[src/rtl/serializer_pkg.sv]
`default_nettype none
// ============================================================================
// Module      : serializer_pkg
// Description : Shared types and constants for the PISO serializer.
// Revision    : 1.0 - initial release
// ============================================================================
package serializer_pkg;

    // Serializer control states
    typedef enum logic [1:0] {
        IDLE  = 2'd0,
        SHIFT = 2'd1,
        DONE  = 2'd2
    } ser_state_t;

    // Default word width
    localparam int SER_DEFAULT_N = 8;

endpackage : serializer_pkg
`default_nettype wire

[src/rtl/bit_counter.sv]
`default_nettype none
// ============================================================================
// Module      : bit_counter
// Description : Counts accepted serial bits of one word; flags the last bit.
//               Saturates at N-1 so the count never leaves the word range.
// Revision    : 1.0 - initial release
// ============================================================================
module bit_counter
    import serializer_pkg::*;
#(
    parameter  int N  = SER_DEFAULT_N,
    localparam int CW = (N > 1) ? $clog2(N) : 1
) (
    input  logic          clk,
    input  logic          rst,
    input  logic          clr,
    input  logic          en,
    output logic [CW-1:0] cnt,
    output logic          last
);

    localparam logic [CW-1:0] c_LAST = CW'(N - 1);

    // Clear on a new word, advance on each accepted bit, hold at the last bit
    always_ff @(posedge clk or negedge rst) begin
        if (!rst) begin
            cnt <= '0;
        end else if (clr) begin
            cnt <= '0;
        end else if (en && !last) begin
            cnt <= cnt + 1'b1;
        end
    end

    assign last = (cnt == c_LAST);

endmodule : bit_counter
`default_nettype wire

[src/rtl/piso_serializer.sv]
`default_nettype none
// ============================================================================
// Module      : piso_serializer
// Description : Parallel-in/serial-out transmitter. Captures an N-bit word on
//               a load handshake and emits it one bit per accepted cycle on a
//               valid/ready serial port, then pulses done for one cycle.
// Revision    : 1.0 - initial release
// ============================================================================
module piso_serializer
    import serializer_pkg::*;
#(
    parameter int N         = SER_DEFAULT_N,
    parameter bit MSB_FIRST = 1'b1
) (
    input  logic         clk,
    input  logic         rst,
    input  logic [N-1:0] D,
    input  logic         load_valid,
    output logic         load_ready,
    output logic         s_data,
    output logic         s_valid,
    input  logic         s_ready,
    output logic         busy,
    output logic         done
);

    localparam int CW = (N > 1) ? $clog2(N) : 1;

    ser_state_t    r_state;
    ser_state_t    w_state_next;
    logic [N-1:0]  r_shift;
    logic [N-1:0]  w_shifted;
    logic          w_out_bit;
    logic          w_load_acc;
    logic          w_bit_acc;
    logic          w_last;
    logic [CW-1:0] w_cnt_unused;   // progress is consumed through w_last only

    assign w_load_acc = (r_state == IDLE)  && load_valid;
    assign w_bit_acc  = (r_state == SHIFT) && s_ready;

    // Output end of the shift register and the zero-filled shifted word
    generate
        if (MSB_FIRST) begin : g_msb_first
            assign w_out_bit = r_shift[N-1];
            assign w_shifted = {r_shift[N-2:0], 1'b0};
        end else begin : g_lsb_first
            assign w_out_bit = r_shift[0];
            assign w_shifted = {1'b0, r_shift[N-1:1]};
        end
    endgenerate

    bit_counter #(
        .N (N)
    ) u_bit_counter (
        .clk  (clk),
        .rst  (rst),
        .clr  (w_load_acc),
        .en   (w_bit_acc),
        .cnt  (w_cnt_unused),
        .last (w_last)
    );

    // Shift register: capture on load, advance only on an accepted bit
    always_ff @(posedge clk or negedge rst) begin
        if (!rst) begin
            r_shift <= '0;
        end else if (w_load_acc) begin
            r_shift <= D;
        end else if (w_bit_acc) begin
            r_shift <= w_shifted;
        end
    end

    // State register
    always_ff @(posedge clk or negedge rst) begin
        if (!rst) begin
            r_state <= IDLE;
        end else begin
            r_state <= w_state_next;
        end
    end

    // Next-state and outputs; outputs depend only on registered state
    always_comb begin
        w_state_next = r_state;
        load_ready   = 1'b0;
        s_valid      = 1'b0;
        s_data       = 1'b0;
        busy         = 1'b0;
        done         = 1'b0;
        unique case (r_state)
            IDLE: begin
                load_ready = 1'b1;
                if (load_valid) begin
                    w_state_next = SHIFT;
                end
            end
            SHIFT: begin
                s_valid = 1'b1;
                s_data  = w_out_bit;
                busy    = 1'b1;
                if (s_ready && w_last) begin
                    w_state_next = DONE;
                end
            end
            DONE: begin
                busy         = 1'b1;
                done         = 1'b1;
                w_state_next = IDLE;
            end
            default: begin
                w_state_next = IDLE;
            end
        endcase
    end

endmodule : piso_serializer
`default_nettype wire
[config.mk]
export PLATFORM = sky130hd
export DESIGN_NAME = piso_serializer
export DESIGN_NICKNAME = d
export VERILOG_FILES = /design/src/rtl/serializer_pkg.sv /design/src/rtl/bit_counter.sv /design/src/rtl/piso_serializer.sv
export SDC_FILE = /design/constraint.sdc
export NUM_CORES = 1
export LEC_CHECK = 0
export CAP_MARGIN = 20
export CORE_UTILIZATION = 42
export CTS_CLUSTER_SIZE = 8
export DETAILED_ROUTE_END_ITERATION = 6
export GPL_TIMING_DRIVEN = 0
export PLACE_DENSITY_LB_ADDON = 0.2
export SETUP_SLACK_MARGIN = 0.02
export SLEW_MARGIN = 20
export SYNTH_ARGS = -nofsm -noshare
export SYNTH_HDL_FRONTEND = slang
export SYNTH_SLANG_ARGS = --single-unit
[constraint.sdc]
create_clock -name clk -period 1.5 [get_ports clk]
set_input_delay 0.375 -clock clk [delete_from_list [all_inputs] [get_ports clk]]
set_output_delay 0.375 -clock clk [all_outputs]
set_load 0.01 [all_outputs]
==> results.json <==
{
  "grt.overflow.total": 0,
  "core_area_sq_um": 1520,
  "drt-total-wl_microns": 1380,
  "pwr-share-clk_pct": 12.2,
  "synth_seq_cells": 13,
  "worst-path-max-fanout": 3,
  "routed.top_layer": "met4",
  "firstDrtPassIters": 4,
  "endpoint_kind": "output port",
  "arrival_ns": 1.16,
  "p_sw_share_pct": 35.4,
  "drive_above_1_share_pct": 31.5,
  "powerDensity_nw_per_um2": 1780,
  "critPathKind": "register to output port",
  "yosysSeqAreaShare_pct": 46.7,
  "ys_warn_count": 0,
  "wl_met2_microns": 758,
  "via_per_inst": 5.11,
  "hp-class": "primary input to async pin",
  "rsz0062_at_grt": "yes",
  "ir_drop_uv": 1010,
  "drc_errors": 0,
  "die_w_microns": 42.7,
  "layout.nets": 108,
  "ios": 17,
  "switchingPower_mw": 0.623,
  "cp-start-kind": "register",
  "cp_data_required_time_ns": 1.12,
  "diodes": 0,
  "area_delta_synth_final_pct": 42.0,
  "vias": 537,
  "dp_hpwl_microns": 1000,
  "slowest_delay_ns": 0.41,
  "clock_path_buffers": 2,
  "yosysUniqueCellTypes": 18,
  "worstPathCellList": "inv_2 -> ha_4 -> and2_4 -> buf_6",
  "syn_nets": 81,
  "die_area_sq_um": 1830,
  "power_mw": 1.76,
  "grt_pass1_vias": 568,
  "status": "finished with violations",
  "path_clk_slew_ns": 0.08,
  "relSlewSlack_pct": 60.3,
  "cp_slowest_cell": "dfrtp_1",
  "grt_max_degree": 14,
  "clk_latency_ns": 0.27,
  "cts_tree": "yes",
  "clock_sinks": 13,
  "drt_iter0_drc": 5,
  "grt_first_pass_wirelength_microns": 2420,
  "wl_met3_microns": 30,
  "final_hold_viol_count": 0,
  "wl_per_cell_microns": 13.1,
  "start_util_pct": 45.7,
  "fp.dieH_microns": 42.7,
  "finalCriticalPeriod_ns": 1.53,
  "synth_area_leader_cell": "dfrtp_1",
  "finalMaxSlewViolations": 0,
  "post-route-period-util_pct": 102,
  "htreeDepth": 1,
  "drv_cap": 0,
  "portBuffers": 16,
  "synth.area.top_cells": "dfrtp_1 47%, mux2i_1 13%, ha_1 11%",
  "rows": 14,
  "antenna_found_initial": 0,
  "power_frac_comb_pct": 54.0,
  "fmaxAchievable_mhz": 652,
  "drtAntennaViolNets": 0,
  "yosys.area.top_type_share_pct": 46.7,
  "worstMarginPinSlew_ns": 0.593,
  "routabilityCongestion": 0.699,
  "numCtsBuffers": 3,
  "track_usage_pct": 17.8,
  "fin_ws_ns": -0.0347,
  "failed_checks": "setup timing",
  "dp_slack_ns": -0.341,
  "seqPwrFrac_pct": 33.8,
  "fin_worst_skew_ns": 0.00206,
  "wl_met1_microns": 582,
  "synth_area_per_cell_sq_um": 11.1,
  "p_leak_nw": 0.501,
  "intPower_mw": 1.14,
  "netlist_area_sq_um": 697,
  "cts_root_buffer": "clkbuf_4",
  "finalSetupViolCount": 2,
  "synth_cells": 63,
  "postCtsHoldBufs": 0
}
-- placed cells by master, fill, tap and decap left out, types with 2 or more instances in the layout --
cell type / count
dfrtp_1: 12
clkdlybuf4s50_1: 11
mux2i_1: 9
nand2_1: 9
o21ai_0: 9
buf_4: 7
buf_6: 4
nor2_1: 3
ha_4: 3
clkbuf_4: 3
inv_2: 2
ha_1: 2
buf_2: 2
-- layout make-up --
type,instances,area [sq um]
fillers,139,534
multi-input cells,45,388
flip-flops and latches,13,327
repair buffers,22,199
clock buffers,4,26.3
well taps,16,20.0
plain buffers,2,18.8
inverters,3,11.3
-- sequential cells by signal, indices dropped and copies added, names as in the netlist --
name and flops:
r_shift 8, u_bit_counter.cnt 3, r_state 2
-- timing repair --
action / CTS / global route
buffers inserted: 2 / 4
pin swaps: 2 / 1
resized for setup: 31 / 4
endpoints found under the setup margin: 10 / 15
-- metrics by stage --
| step | instances | instance area, sq um | util [%] | hold slack [ns] | setup TNS, ns |
|---|---|---|---|---|---|
| after global placement | 95 | 877 | 57.6 | 0.512 | -1.06 |
| after CTS | 101 | 940 | 61.7 | 0.500 | -0.0516 |
| after detailed placement | 95 | 877 | 57.6 | 0.526 | -1.46 |
| after floorplan | 63 | 697 | - | 0.0794 | 0 |
| after global routing | 105 | 990 | 64.9 | 0.525 | -0.173 |
| final | 105 | 990 | 64.9 | 0.476 | -0.0404 |
-- per-layer routing --
metal | GRT usage, % | vias up
li1 | - | 263
met1 | 22.7 | 264
met2 | 30.0 | 8
met3 | 2.55 | 2
met4 | 7.50 | 0
met5 | 0 | -
-- path summary, 6_finish.rpt --
kind,endpoint,slack (ns),start,cells after the start
setup / recovery,s_data,-0.03,r_state[1]$_DFFE_PN0P_,4
hold / removal,r_shift[1]$_DFFE_PN0P_,0.48,rst,1
setup reg to reg,r_state[1]$_DFFE_PN0P_,0.03,r_state[1]$_DFFE_PN0P_,6
hold reg to reg,r_shift[0]$_DFFE_PN0P_,0.54,r_shift[0]$_DFFE_PN0P_,2
max in group asynchronous,r_state[0]$_DFFE_PN0P_,0.61,rst,1
min in group clk,r_shift[0]$_DFFE_PN0P_,0.54,r_shift[0]$_DFFE_PN0P_,2
-- power by group through the flow --
stage	clock [mW]	combinational [mW]	sequential [mW]
3_3_place_gp	0	0.745	0.584
4_1_cts	0.216	0.877	0.598
5_1_grt	0.234	1.04	0.615
2_1_floorplan	0	0.520	0.566
6_report	0.215	0.951	0.596
3_5_place_dp	0	0.774	0.597
-- cell families after synthesis --
kind of cell / Yosys count / share of synthesized area (%)
and+or+nand+nor: 16 / 10.4
adders and majority gates: 6 / 10.8
xor gates and xnor gates: 1 / 1.26
AOI/OAI and AO/OA: 12 / 11.5
muxes: 10 / 15.1
buffers and inverters: 5 / 4.31
DFF: 13 / 46.7
-- worst max-delay path: cells and delay by family, from the launching register on --
kind,cells,cell delay (ns)
buffers and inverters,2,0.21
AND/OR/NAND/NOR,1,0.13
flip-flops,1,0.41
adder cells (fa/ha/maj),1,0.15
-- cells in the mapped netlist (all sizes together) --
cell type	number
a21boi	1
a21oi	1
and2	2
buf	2
dfrtp	13
ha	6
inv	3
mux2	1
mux2i	9
nand2	10
nand3b	1
nor2	3
o21a	1
o21ai	9
xor2	1
(Power assumes the default switching activity.)
